**src/rtl/uart_tx_fifo_pkg.sv**
```systemverilog
// uart_pkg: shared UART widths, default FIFO depth and tx launch sequencer states
package uart_pkg;
  localparam int UART_DATA_W = 8;
  localparam int UART_FIFO_DEPTH = 16;
  typedef enum logic [1:0] {IDLE, LAUNCH, WAIT_ACK, WAIT_DONE} tx_seq_state_t;
endpackage

```
**src/rtl/uart_tx_fifo_if.sv**
```systemverilog
// uart_tx_fifo_if: host write side and transmitter side of the tx FIFO; level exists only with UART_TX_FIFO_LEVEL_EN
interface uart_tx_fifo_if #(
  parameter int DATA_W = uart_pkg::UART_DATA_W,
  parameter int DEPTH = uart_pkg::UART_FIFO_DEPTH
);
  logic wr_en;
  logic [DATA_W-1:0] wr_data;
  logic clr_ovf;
  logic tx_busy;
  logic [DATA_W-1:0] tx_data;
  logic tx_start;
  logic full;
  logic empty;
  logic overflow;
`ifdef UART_TX_FIFO_LEVEL_EN
  logic [$clog2(DEPTH):0] level;
  modport master (output wr_en, wr_data, clr_ovf, tx_busy, input tx_data, tx_start, full, empty, overflow, level);
  modport slave (input wr_en, wr_data, clr_ovf, tx_busy, output tx_data, tx_start, full, empty, overflow, level);
`else
  modport master (output wr_en, wr_data, clr_ovf, tx_busy, input tx_data, tx_start, full, empty, overflow);
  modport slave (input wr_en, wr_data, clr_ovf, tx_busy, output tx_data, tx_start, full, empty, overflow);
`endif
endinterface

```
**src/rtl/uart_tx_fifo_sync_fifo.sv**
```systemverilog
// sync_fifo: circular byte store with registered full/empty and sticky overflow
module sync_fifo #(
  parameter int DEPTH = 16,
  parameter int DATA_W = 8,
  localparam int AW = $clog2(DEPTH)
) (
  input  logic              clk,
  input  logic              rst_n,
  input  logic              i_wr_en,
  input  logic [DATA_W-1:0] i_wr_data,
  input  logic              i_rd_en,
  input  logic              i_clr_ovf,
  output logic [DATA_W-1:0] o_rd_data,
  output logic              o_full,
  output logic              o_empty,
  output logic              o_overflow,
  output logic [AW:0]       o_count
);
  logic [DATA_W-1:0] r_mem [DEPTH];
  logic [AW-1:0] r_wr_ptr, r_rd_ptr;
  logic [AW:0] r_count, w_count_nx;
  logic r_full, r_empty, r_overflow, w_wr_ok, w_rd_ok;
  assign w_wr_ok = i_wr_en && !r_full;
  assign w_rd_ok = i_rd_en && !r_empty;
  assign w_count_nx = r_count + (AW+1)'(w_wr_ok) - (AW+1)'(w_rd_ok);
  assign o_rd_data = r_mem[r_rd_ptr];
  assign o_full = r_full;
  assign o_empty = r_empty;
  assign o_overflow = r_overflow;
  assign o_count = r_count;
  // storage write; contents need no reset since empty gates every read
  always_ff @(posedge clk)
    if (w_wr_ok) r_mem[r_wr_ptr] <= i_wr_data;
  // pointers, occupancy and flags; a dropped write beats a same-cycle clear
  always_ff @(posedge clk or negedge rst_n)
    if (!rst_n) begin
      r_wr_ptr <= '0;
      r_rd_ptr <= '0;
      r_count <= '0;
      r_full <= 1'b0;
      r_empty <= 1'b1;
      r_overflow <= 1'b0;
    end else begin
      r_wr_ptr <= w_wr_ok ? r_wr_ptr + AW'(1) : r_wr_ptr;
      r_rd_ptr <= w_rd_ok ? r_rd_ptr + AW'(1) : r_rd_ptr;
      r_count <= w_count_nx;
      r_full <= w_count_nx == (AW+1)'(DEPTH);
      r_empty <= w_count_nx == '0;
      r_overflow <= (i_wr_en && r_full) ? 1'b1 : (i_clr_ovf ? 1'b0 : r_overflow);
    end
endmodule

```
**src/rtl/uart_tx_fifo.sv**
```systemverilog
// uart_tx_fifo: FIFO-buffered launch sequencer for the UART transmitter; UART_TX_FIFO_LEVEL_EN adds a level output
module uart_tx_fifo
  import uart_pkg::*;
#(
  parameter int DEPTH = UART_FIFO_DEPTH,
  parameter int DATA_W = UART_DATA_W,
  parameter int ACK_TIMEOUT = 4
) (
  input logic clk,
  input logic rst_n,
  uart_tx_fifo_if.slave bus
);
  localparam int AW = $clog2(DEPTH);
  localparam int TW = $clog2(ACK_TIMEOUT + 1);
  tx_seq_state_t r_state;
  logic [DATA_W-1:0] r_tx_data, w_rd_data;
  logic r_tx_start, w_pop;
  logic [TW-1:0] r_timer, w_timer_nx;
  logic [AW:0] w_count;
  assign w_pop = (r_state == IDLE) && (w_count != '0);
  assign w_timer_nx = r_timer + TW'(1);
  assign bus.tx_data = r_tx_data;
  assign bus.tx_start = r_tx_start;
`ifdef UART_TX_FIFO_LEVEL_EN
  assign bus.level = w_count;
`endif
  sync_fifo #(.DEPTH(DEPTH), .DATA_W(DATA_W)) u_fifo (
    .clk(clk),
    .rst_n(rst_n),
    .i_wr_en(bus.wr_en),
    .i_wr_data(bus.wr_data),
    .i_rd_en(w_pop),
    .i_clr_ovf(bus.clr_ovf),
    .o_rd_data(w_rd_data),
    .o_full(bus.full),
    .o_empty(bus.empty),
    .o_overflow(bus.overflow),
    .o_count(w_count)
  );
  // launch sequencer: pop, pulse start, re-pulse if busy never rises, wait for frame end
  always_ff @(posedge clk or negedge rst_n)
    if (!rst_n) begin
      r_state <= IDLE;
      r_tx_data <= '0;
      r_tx_start <= 1'b0;
      r_timer <= '0;
    end else
      case (r_state)
        IDLE:
          if (w_pop) begin
            r_tx_data <= w_rd_data;
            r_tx_start <= 1'b1;
            r_state <= LAUNCH;
          end
        LAUNCH: begin
          r_tx_start <= 1'b0;
          r_timer <= '0;
          r_state <= WAIT_ACK;
        end
        WAIT_ACK:
          if (bus.tx_busy) r_state <= WAIT_DONE;
          else begin
            r_timer <= w_timer_nx;
            if (w_timer_nx == TW'(ACK_TIMEOUT)) begin
              r_tx_start <= 1'b1;
              r_state <= LAUNCH;
            end
          end
        WAIT_DONE:
          if (!bus.tx_busy) r_state <= IDLE;
        default: r_state <= IDLE;
      endcase
endmodule

```
**src/flat_wrapper.sv**
```systemverilog
// flat-port wrapper written by rule: the top's interface ports become plain ports
module uart_tx_fifo_flat import uart_pkg::*;
#(
  parameter int DEPTH = UART_FIFO_DEPTH,
  parameter int DATA_W = UART_DATA_W,
  parameter int ACK_TIMEOUT = 4
)
  (clk, rst_n, bus_wr_en, bus_wr_data, bus_clr_ovf, bus_tx_busy, bus_tx_data, bus_tx_start, bus_full, bus_empty, bus_overflow);
  uart_tx_fifo_if #(.DATA_W(DATA_W), .DEPTH(DEPTH)) bus_i ();
  input logic clk;
  input logic rst_n;
  input wire logic [$bits(bus_i.wr_en)-1:0] bus_wr_en;
  input wire logic [$bits(bus_i.wr_data)-1:0] bus_wr_data;
  input wire logic [$bits(bus_i.clr_ovf)-1:0] bus_clr_ovf;
  input wire logic [$bits(bus_i.tx_busy)-1:0] bus_tx_busy;
  output wire logic [$bits(bus_i.tx_data)-1:0] bus_tx_data;
  output wire logic [$bits(bus_i.tx_start)-1:0] bus_tx_start;
  output wire logic [$bits(bus_i.full)-1:0] bus_full;
  output wire logic [$bits(bus_i.empty)-1:0] bus_empty;
  output wire logic [$bits(bus_i.overflow)-1:0] bus_overflow;
  assign bus_i.wr_en = bus_wr_en;
  assign bus_i.wr_data = bus_wr_data;
  assign bus_i.clr_ovf = bus_clr_ovf;
  assign bus_i.tx_busy = bus_tx_busy;
  assign bus_tx_data = bus_i.tx_data;
  assign bus_tx_start = bus_i.tx_start;
  assign bus_full = bus_i.full;
  assign bus_empty = bus_i.empty;
  assign bus_overflow = bus_i.overflow;
  uart_tx_fifo #(.DEPTH(DEPTH), .DATA_W(DATA_W), .ACK_TIMEOUT(ACK_TIMEOUT)) u_core (.clk(clk), .rst_n(rst_n), .bus(bus_i));
endmodule
```
**config.mk**
```make
export PLATFORM = sky130hd
export DESIGN_NAME = uart_tx_fifo_flat
export DESIGN_NICKNAME = d
export VERILOG_FILES = /design/src/rtl/uart_tx_fifo_pkg.sv /design/src/rtl/uart_tx_fifo_if.sv /design/src/rtl/uart_tx_fifo_sync_fifo.sv /design/src/rtl/uart_tx_fifo.sv /design/src/flat_wrapper.sv
export SDC_FILE = /design/constraint.sdc
export NUM_CORES = 1
export LEC_CHECK = 0
export ABC_AREA = 0
export BUFFER_PORTS_ARGS = -buffer_cell sky130_fd_sc_hd__buf_2
export CAP_MARGIN = 15
export CORE_MARGIN = 1
export CORE_UTILIZATION = 60
export DETAILED_ROUTE_END_ITERATION = 12
export GPL_TIMING_DRIVEN = 0
export PLACE_DENSITY = 0.81
export SLEW_MARGIN = 40
export SYNTH_ARGS = -nofsm -noshare
export SYNTH_HDL_FRONTEND = slang
export SYNTH_SLANG_ARGS = --single-unit
```
**constraint.sdc**
```tcl
create_clock -name clk -period 5.7 [get_ports clk]
set_input_delay 1.14 -clock clk [delete_from_list [all_inputs] [get_ports clk]]
set_output_delay 1.14 -clock clk [all_outputs]
set_load 0.02 [all_outputs]
```
==> out/metrics.cfg <==
[status]
status = completed

[timing]
min_period_ns = 3.27
finalCritPeriodShare_pct = 57.4
finClkSkew_ns = 0.0101
finalHoldViolations = 0
slew-limit-headroom_pct = 51.8
rsz0062_at_grt = false
setup_violations = 0
final_max_slew_viol_count = 0
setup_tns_ns = 0
tightest_slew_ns = 0.723
fmax_ghz = 0.306

[power]
power_density_nw_per_um2 = 511
power.leakage_nw = 2.66
total_power_mw = 3.73
irDropWorstVdd_mv = 0.249

[cells_and_area]
antennaDiodeCount = 0
finalNetCount = 415
nFillCells = 642
final_cells = 537
layout-drive-gt1-share_pct = 22.2
fin_util_pct = 70.1
syn_to_final_growth_pct = 12.4

[synth]
ys_seq_elements = 158
synth_cell_type_count = 43
synth_top_area_share_pct = 59.2
postSynthCellCount = 345
synth_edf_count = 128
synth_nets = 372
synth-async-reset-ratio_pct = 19.0
synthTopCellsByArea = edfxtp_1 59%, dfrtp_1 11%, mux4_2 7.3%
yosysSeqAreaShare_pct = 70.7
synth_warnings = 0
syn_area_um2 = 6500
synth_ff_type = edfxtp_1
synth_top_area_cell = edfxtp_1
synth.avg_cell_area_um2 = 18.8

[detailed_routing]
drt_pass1_iterations = 5
route.detailed.drc = 0
drtIter0Drc = 264
wirelength_um = 12500
via_per_inst = 6.08
vias = 3263
wl_per_cell_um = 23.3
ant_nets = 0

[critical_path]
worstPathMaxFanout = 5
worst_r2r_startpoint = u_core.u_fifo.o_count[2]
arrival_ns = 3.70
r2r_cells = 12
path_class = flip-flop to flip-flop
cp-startpoint = u_core.u_fifo.o_count[2]
required_ns = 6.13
end_kind = flip-flop
r2r_setup_slack_ns = 2.43
critPathLaunchType = flip-flop

[floorplan]
row_count = 37
die_w_um = 106
die_y_um = 106
die_area_um2 = 11200
coreArea_um2 = 10400
ios = 25
start_util_pct = 62.4

[clock_network]
cts_htree_levels = 4
tritoncts = yes
post_cts_buffers = 0
cts_sinks = 158
clk_latency_ns = 0.55
clockRootBuffer = clkbuf_8
ctsLongestPathBuffers = 2
ctsResizeCount = 0
cts_inserted_buffers = 17
clk_pin_slew_worst_paths_ns = 0.06
cts_hold_buf = 0

[global_route]
grt_max_degree = 31
grt_pass1_vias = 3407
grt_usage_pct = 24.9
grt_pass1_wl_um = 19100
grt_overflow = 0
antenna_found_initial = 0

[place]
dp_hpwl_um = 8150
dp_cells = 505
numPortBuffers = 24
gp_congestion = 0.769

[min_path]
worstHoldStart = u_core.bus.tx_data[2]
min_path_type = flip-flop to flip-flop
holdPathStages = 1

[flow_run]
drv_cap = 0

[cells in the mapped netlist (2+ instances only)]
| master | instances |
|---|---|
| a211oi_1 | 9 |
| o22ai_1 | 9 |
| dfrtp_1 | 29 |
| o21ai_0 | 7 |
| or3_1 | 2 |
| edfxtp_1 | 128 |
| inv_1 | 13 |
| xor2_1 | 2 |
| buf_6 | 5 |
| buf_2 | 2 |
| xnor2_1 | 7 |
| buf_12 | 2 |
| buf_4 | 4 |
| nor2b_1 | 3 |
| mux4_2 | 21 |
| nand2_1 | 6 |
| and2_1 | 18 |
| mux2i_1 | 9 |
| o211ai_1 | 2 |
| a21o_1 | 9 |
| clkbuf_1 | 2 |
| nand2b_1 | 2 |
| a22oi_1 | 2 |
| nand4_1 | 2 |
| mux4_1 | 11 |
| or2_1 | 3 |
| a21oi_1 | 4 |
| ha_1 | 13 |
| nor2_1 | 5 |
[area by class of cell]
cell class | instances | area, um^2 | area share (%)
Buffer | 16 | 148 | 2.02
Tap cell | 136 | 170 | 2.33
Clock buffer | 23 | 447 | 6.12
Clock inverter | 9 | 66.3 | 0.908
Timing Repair Buffer | 24 | 120 | 1.65
Multi-Input combinational cell | 157 | 1700 | 23.3
Inverter | 14 | 52.6 | 0.720
Sequential cell | 158 | 4600 | 62.9
[worst paths after layout]
kind,end
setup reg to reg,u_core.u_fifo.o_full
min in group asynchronous,u_core.bus.tx_data[4]
hold / removal,u_core.bus.tx_data[2]
hold reg to reg,u_core.bus.tx_data[2]
max in group asynchronous,u_core.bus.tx_data[0]
setup / recovery,u_core.u_fifo.o_full
[stage by stage]
step	hold WS, ns	setup WS, ns	area (um^2)
floorplan	0.493	2.42	6500
global placement	0.455	2.11	6790
detailed placement	0.463	2.02	6790
CTS	0.478	2.40	7300
global route	0.495	2.16	7300
finish	0.474	2.43	7300
[power by group]
group	leakage (nW)	total, mW	internal, mW	switching, mW
clock network	0.238	0.984	0.546	0.437
registers	1.52	1.55	1.45	0.100
logic	0.905	1.20	0.546	0.652
total	2.66	3.73	2.54	1.19
[cells by family (layout without fill, tap and decap cells)]
kind of cell,Yosys count,in the layout,synth area share (%)
AND/OR/NAND/NOR,48,48,4.43
buffers and inverters,30,86,3.08
flip-flops,158,158,70.7
AO/OA/AOI/OAI,44,44,4.45
adder cells (fa/ha/maj),14,14,2.81
XOR/XNOR,9,9,1.21
multiplexers,42,42,13.3
[cell usage in the layout, fill, tap and decap left out, types with 2 or more instances in the layout]
cell / netlist / final
a211oi_1: 9 / 9
a21o_1: 9 / 9
a21oi_1: 4 / 4
a22oi_1: 2 / 2
and2_1: 18 / 18
buf_12: 2 / 2
buf_2: 2 / 26
buf_4: 4 / 4
buf_6: 5 / 5
clkbuf_1: 2 / 7
clkbuf_16: 0 / 16
clkbuf_8: 0 / 2
clkinv_2: 0 / 2
clkinv_4: 0 / 3
clkinvlp_4: 0 / 4
dfrtp_1: 29 / 29
edfxtp_1: 128 / 128
ha_1: 13 / 13
inv_1: 13 / 13
mux2i_1: 9 / 9
mux4_1: 11 / 11
mux4_2: 21 / 21
nand2_1: 6 / 6
nand2b_1: 2 / 2
nand4_1: 2 / 2
nor2_1: 5 / 5
nor2b_1: 3 / 3
o211ai_1: 2 / 2
o21ai_0: 7 / 7
o22ai_1: 9 / 9
or2_1: 3 / 3
or3_1: 2 / 2
xnor2_1: 7 / 7
xor2_1: 2 / 2
[flip-flops by register name (all words and copies together), names as in the netlist]
name / flops
u_core.bus.tx_data: 8
u_core.bus.tx_start: 1
u_core.r_state: 2
u_core.r_timer: 3
u_core.u_fifo.o_count: 5
u_core.u_fifo.o_empty: 1
u_core.u_fifo.o_full: 1
u_core.u_fifo.o_overflow: 1
u_core.u_fifo.r_mem: 128
u_core.u_fifo.r_rd_ptr: 4
u_core.u_fifo.r_wr_ptr: 4
[metal layers]
metal	track usage, %	part of all wire (%)	up-vias
met5	0	0	-
met4	10.2	2.1	0
met3	8.58	9.1	26
met2	39.8	50	126
met1	31.3	39	1663
li1	-	-	1448
[worst max-delay path, cell delays in order, from the launching register on]
cell and delay [ns]:
dfrtp_1 0.36, inv_1 0.07, ha_1 0.19, nor4b_2 0.17
nor3_2 0.53, ha_1 0.35, inv_1 0.06, ha_1 0.16
inv_1 0.06, fa_1 0.47, inv_1 0.05, or3_1 0.39
nor4bb_1 0.30
Note: power is estimated with default switching activity, not from simulation.
